### src/rtl/send_queue.sv
// ============================================================================
// Module      : send_queue
// Description : In-order send request FIFO. The head entry is offered on two
//               independent channels and retires once both have accepted it.
// Revision    : 1.0 - initial release
// ============================================================================
`default_nettype none

package send_queue_pkg;
    typedef struct packed {
        logic [7:0]  meta;
        logic [31:0] data;
    } message_t;

    typedef logic [7:0] passthrough_t;

    typedef struct packed {
        message_t     message;
        passthrough_t passthrough;
    } send_queue_data_t;
endpackage

module send_queue
    import send_queue_pkg::*;
#(
    parameter int unsigned DEPTH = 4
) (
    input  logic             clk,
    input  logic             rst_n,
    input  logic             request_decoder_send_queue_valid,
    output logic             send_queue_request_decoder_ready,
    input  send_queue_data_t request_decoder_send_queue_data,
    output logic             send_queue_network_valid,
    input  logic             network_send_queue_ready,
    output message_t         send_queue_network_data,
    output logic             send_queue_writeback_valid,
    input  logic             writeback_send_queue_ready,
    output passthrough_t     send_queue_writeback_data,
    output logic             send_queue_empty
);

    localparam int unsigned c_ptr_w = $clog2(DEPTH);
    localparam int unsigned c_cnt_w = c_ptr_w + 1;
    localparam logic [c_cnt_w-1:0] c_full = c_cnt_w'(DEPTH);

    send_queue_data_t   r_mem [DEPTH];
    logic [c_ptr_w-1:0] r_rd_ptr;
    logic [c_ptr_w-1:0] r_wr_ptr;
    logic [c_cnt_w-1:0] r_count;
    logic               r_net_done;
    logic               r_wb_done;

    logic w_empty;
    logic w_full;
    logic w_push;
    logic w_net_fire;
    logic w_wb_fire;
    logic w_pop;

    assign w_empty = (r_count == '0);
    assign w_full  = (r_count == c_full);

    // Handshake outputs depend only on registered state, never on the far side's ready.
    assign send_queue_request_decoder_ready = !w_full;
    assign send_queue_network_valid         = !w_empty && !r_net_done;
    assign send_queue_writeback_valid       = !w_empty && !r_wb_done;
    assign send_queue_empty                 = w_empty;
    assign send_queue_network_data          = r_mem[r_rd_ptr].message;
    assign send_queue_writeback_data        = r_mem[r_rd_ptr].passthrough;

    assign w_push     = request_decoder_send_queue_valid && send_queue_request_decoder_ready;
    assign w_net_fire = send_queue_network_valid && network_send_queue_ready;
    assign w_wb_fire  = send_queue_writeback_valid && writeback_send_queue_ready;

    // The head retires in the cycle its second (or both) outstanding handshakes complete.
    assign w_pop = (r_net_done || w_net_fire) && (r_wb_done || w_wb_fire);

    always_ff @(posedge clk or negedge rst_n) begin
        if (!rst_n) begin
            r_rd_ptr   <= '0;
            r_wr_ptr   <= '0;
            r_count    <= '0;
            r_net_done <= 1'b0;
            r_wb_done  <= 1'b0;
        end else begin
            if (w_push) begin
                r_wr_ptr <= r_wr_ptr + c_ptr_w'(1);
            end
            if (w_pop) begin
                r_rd_ptr   <= r_rd_ptr + c_ptr_w'(1);
                r_net_done <= 1'b0;
                r_wb_done  <= 1'b0;
            end else begin
                if (w_net_fire) begin
                    r_net_done <= 1'b1;
                end
                if (w_wb_fire) begin
                    r_wb_done <= 1'b1;
                end
            end
            case ({w_push, w_pop})
                2'b10:   r_count <= r_count + c_cnt_w'(1);
                2'b01:   r_count <= r_count - c_cnt_w'(1);
                default: r_count <= r_count;
            endcase
        end
    end

    // Payload storage carries no reset; contents are only observed while valid.
    always_ff @(posedge clk) begin
        if (w_push) begin
            r_mem[r_wr_ptr] <= request_decoder_send_queue_data;
        end
    end

endmodule

`default_nettype wire

### config.mk
export PLATFORM = sky130hd
export DESIGN_NAME = send_queue
export DESIGN_NICKNAME = d
export VERILOG_FILES = /design/src/rtl/send_queue.sv
export SDC_FILE = /design/constraint.sdc
export NUM_CORES = 1
export LEC_CHECK = 0
export CORE_ASPECT_RATIO = 0.8
export CORE_MARGIN = 3
export CORE_UTILIZATION = 30
export DETAILED_ROUTE_END_ITERATION = 8
export PLACE_DENSITY = 0.5
export RECOVER_POWER = 100
export REMOVE_ABC_BUFFERS = 1
export SYNTH_ARGS = -nofsm -noshare
export SYNTH_HDL_FRONTEND = slang
export SYNTH_SLANG_ARGS = --single-unit
### constraint.sdc
create_clock -name clk -period 2.6 [get_ports clk]
set_clock_uncertainty 0.05 [all_clocks]
set_input_delay 0.26 -clock clk [delete_from_list [all_inputs] [get_ports clk]]
set_output_delay 0.26 -clock clk [all_outputs]
set_load 0.03 [all_outputs]
Word level (Yosys, flattened, before mapping)
Memory sizes are Yosys's and may differ from the RTL's.
Index checks and enable logic that the tools add are counted.
- memories kept: 1
- output and inout bits: 52
- RAM bits: 192
- bits in registers: 9
- add/sub/neg operators: 4
- multiplexer cells: 7
- eq/ne operators: 3
- reductions and logical operators: 16
- memories (name ; words ; bits a word ; read ports ; clocked after Yosys merged registers in ; wr ports ; RTL line ; RTL):
    r_mem ; 4 ; 48 ; 1 ; 0 ; 1 ; 46 ; send_queue_data_t r_mem [DEPTH];
- operator list (operator ; count):
    logical AND 1 bit ; 6
    2-to-1 mux 1 bit ; 6
    case mux 3 bit (2 select lines) ; 1
    nonzero test 2 bit ; 3
    adder 2 x 1 -> 2 bit, second input constant ; 2
    zero test 1 bit ; 4
    adder 3 x 1 -> 3 bit, second input constant ; 1
    equality test 3 bit, second input constant ; 1
    zero test 3 bit ; 1
    subtractor 3 x 1 -> 3 bit, second input constant ; 1
    equality test 2 x 1 -> 1 bit, second input constant ; 1
    equality test 2 bit, second input constant ; 1
    logical OR 1 bit ; 2

Longest topological paths before layout
- depth after elaboration: 8
- mapped depth: 9
- mapped depth without buffers: 9

Worst setup path before layout
OpenSTA, ideal clock, no wires.
- kind: register to register
- from: reg r_count[0]
- to: reg r_count[2]
- required time: 2471 ps
- path buffers: 0
- clock period less this slack: 2224 ps
- stages on the path, launching flop included: 10
- arrival: 2095 ps
- path slack: 376 ps
- path through: dfrtp_1 or3b_4 and2_4 inv_1 ha_1 inv_1 fa_1 xor2_1 nor2_1 xor2_1
- RTL lines (item ; RTL line ; RTL):
    from (decl) ; 49 ; logic [c_cnt_w-1:0] r_count;
    from (signal assigned) ; 102 ; 2'b10: r_count <= r_count + c_cnt_w'(1);
    from (signal assigned) ; 103 ; 2'b01: r_count <= r_count - c_cnt_w'(1);
    from (signal assigned) ; 104 ; default: r_count <= r_count;
    equality test 3 bit (*) ; 61 ; assign w_full = (r_count == c_full);
    zero test 1 bit (*) ; 64 ; assign send_queue_request_decoder_ready = !w_full;
    via send_queue_request_decoder_ready ; 31 ; output logic send_queue_request_decoder_ready,
    logical AND 1 bit (*) ; 71 ; assign w_push = request_decoder_send_queue_valid && send_queue_request_decoder_ready;
    equality test 2 x 1 -> 1 bit or equality test 2 bit (tied branches) ; 101 ; case ({w_push, w_pop})
    case mux 3 bit (2 select lines) or nonzero test 2 bit (tied branches) ; n/a ;
Mark *: on every way through the listed nets, which the timed path passes. The rest lies on a longest branch.
A chain may end at the register's enable or synchronous reset.

==> results.sh <==
export IMPL_cp_max_fo=29
export IMPL_first_pass_iters=5
export IMPL_cp_end_kind="output port"
export IMPL_synthesis_area_sq_um=7430
export IMPL_core_area_sq_um=23800
export IMPL_vias=3435
export IMPL_grt_antenna_before_repair=1
export IMPL_place_area_sq_um=8970
export IMPL_syn_area_per_cell_sq_um=24.8
export IMPL_gp_congestion=0.683
export IMPL_power_mw=11.5
export IMPL_synthDistinctLibCells=21
export IMPL_place_ws_ps=314
export IMPL_drc=0
export IMPL_worstPathArrival_ps=2180
export IMPL_diodes=0
export IMPL_max_vdd_ir_drop_v=0.000802
export IMPL_die_area_sq_um=26700
export IMPL_cts_reportedPaths_clkPinSlew_ps=60
export IMPL_cts_made_buffers=22
export IMPL_routed_wl_um=14500
export IMPL_dpl_hpwl_um=8280
export IMPL_setup_slack_ps=110
export IMPL_design_area_sq_um=9530
export IMPL_antenna_left=0
export IMPL_drv_cap=0
export IMPL_tightest_slew_ps=854
export IMPL_htree_num_levels=1
export IMPL_layout_drive_gt1_share_pct=21.6
export IMPL_viasPerCell=4.57
export IMPL_grt_setup_unrepaired="false"
export IMPL_required_ps=2290
export IMPL_ios=105
export IMPL_wl_per_cell_um=19.3
export IMPL_syn_to_final_growth_pct=28.3
export IMPL_hold_class="input pin to async pin"
export IMPL_placementRows=50
export IMPL_cp_num_buf_inv=2
export IMPL_dieWidth_um=182
export IMPL_holdBufCountCts=0
export IMPL_grt_max_degree=49
export IMPL_outcome="finished, final reports clean"
export IMPL_initial_core_util_pct=31.2
export IMPL_grt_pass1_vias=3816
export IMPL_fin_crit_ps=2490
export IMPL_final_common_cell="edfxtp_1"
export IMPL_ys_ff_latch=201
export IMPL_port_buffers=104
export IMPL_p_leak_nw=3.19
export IMPL_crit_path_start_kind="flop"
export IMPL_mostFrequentLayoutCells="edfxtp_1, dlygate4sd3_1, mux4_2, dlygate4sd2_1, clkbuf_16"
export IMPL_fin_crit_sh_pct=95.8
export IMPL_finalSetupViolCount=0
export IMPL_ys_warnings_count=0
export IMPL_drt_iter0_markers=218
export IMPL_worstSkewPairLatency_ps=490
export IMPL_slowest_stage="mux4_2"
export IMPL_final_nets=483
export IMPL_cts_buffer_depth=3
export IMPL_fmax_ghz=0.402
export IMPL_hold_viol=0
export IMPL_gr_total_overflow=0
export IMPL_fp_dieH_um=147
export IMPL_path_class="flop to output port"
export IMPL_crit_chain="buf_12 -> mux4_2 -> dlygate4sd2_1"
export IMPL_cts_setup_buffers=0
export IMPL_slew_viol_final=0
export IMPL_fin_util_pct=40.0
export IMPL_synthCells=299
export IMPL_power_density_nw_per_um2=1200
export IMPL_hold_slack_ps=92.4
export IMPL_slowest_delay_ps=590
export IMPL_crit_family="buffers and inverters"
export IMPL_max_slew_margin_pct=43.1
export IMPL_grt_pass1_wl_um=22500
export IMPL_root_buffer="clkbuf_16"
export IMPL_ys_seq_area_share_pct=80.7
export IMPL_clock_sinks=201
export IMPL_cts_tree="built"
export IMPL_groute_usage_overall_pct=10.9
==> timing repair <==
| item | 4_1_cts | 5_1_grt |
|---|---|---|
| setup endpoints to repair | 48 | 0 |
| hold endpoints to repair | 0 | 0 |
| gates resized for setup | 48 | 0 |
==> final cells by class <==
| cell class | instances | area, sq um |
|---|---|---|
| fillers | 2136 | 14300 |
| well taps | 312 | 390 |
| multi-input cells | 80 | 1360 |
| repair buffers | 112 | 1090 |
| inverters | 7 | 26.3 |
| flip-flops and latches | 201 | 6000 |
| clock inverters | 14 | 108 |
| clock buffers | 25 | 562 |
==> cell families after synthesis <==
kind of cell	count (synthesis)	share of synthesized area, %
mux	50	14.9
xor+xnor	6	0.708
compound gates	4	0.472
fa+ha+maj	6	1.11
buf+inv	18	1.03
flops	201	80.7
simple gates	14	1.13
==> flip-flops by register name (all words and copies together) (netlist names) <==
register	cells
r_rd_ptr	2
r_mem	192
r_net_done	1
r_wb_done	1
r_count	3
r_wr_ptr	2
==> metal layers <==
layer  wire, um  GRT usage (%)
met4        263           2.47
met5         14              0
met1       6540           15.1
met3        786           2.77
met2       6890           17.4
==> stage by stage <==
step,setup TNS (ps),std cells
after floorplan,-23320,288
after global placement,0,712
after detailed placement,0,712
after CTS,0,751
after global routing,0,751
final,0,751
==> report_power, final <==
group          total, mW  switching (mW)  internal (mW)  leakage, nW
Clock               2.85            1.19           1.65        0.322
Combinational       4.11            2.49           1.62         1.00
Sequential          4.51           0.199           4.31         1.86
Total               11.5            3.88           7.59         3.19
==> path summary, 6_finish.rpt <==
kind,start,endpoint,slack (ps),cells after the start
setup / recovery,r_rd_ptr[0]$_DFFE_PN0P_,send_queue_network_data[4],110,3
hold / removal,rst_n,r_wr_ptr[1]$_DFFE_PN0P_,90,1
setup reg to reg,r_count[0]$_DFFE_PN0P_,r_count[2]$_DFFE_PN0P_,220,9
hold reg to reg,r_net_done$_DFFE_PN0P_,r_wb_done$_DFFE_PN0P_,470,1
max in group asynchronous,rst_n,r_rd_ptr[0]$_DFFE_PN0P_,2070,1
min in group clk,request_decoder_send_queue_data[20],r_mem[3][20]$_DFFE_PP_,410,1
==> Yosys cell counts <==
master      n  area, sq um
and2_4      1         8.76
and3_2      4         30.0
buf_1       2         7.51
buf_2       7         35.0
clkbuf_1    2         7.51
dfrtp_1     9          225
edfxtp_1  192         5770
fa_1        1         20.0
ha_1        5         62.6
inv_1       7         26.3
mux2_4      1         15.0
mux2i_1     1         10.0
mux4_2     48         1080
nor2_1      5         18.8
nor3_1      3         15.0
o221ai_1    1         8.76
o22ai_1     1         6.26
o31a_2      2         20.0
or3b_4      1         11.3
xnor2_1     4         35.0
xor2_1      2         17.5
No activity file was read; power rests on OpenSTA's default activity.
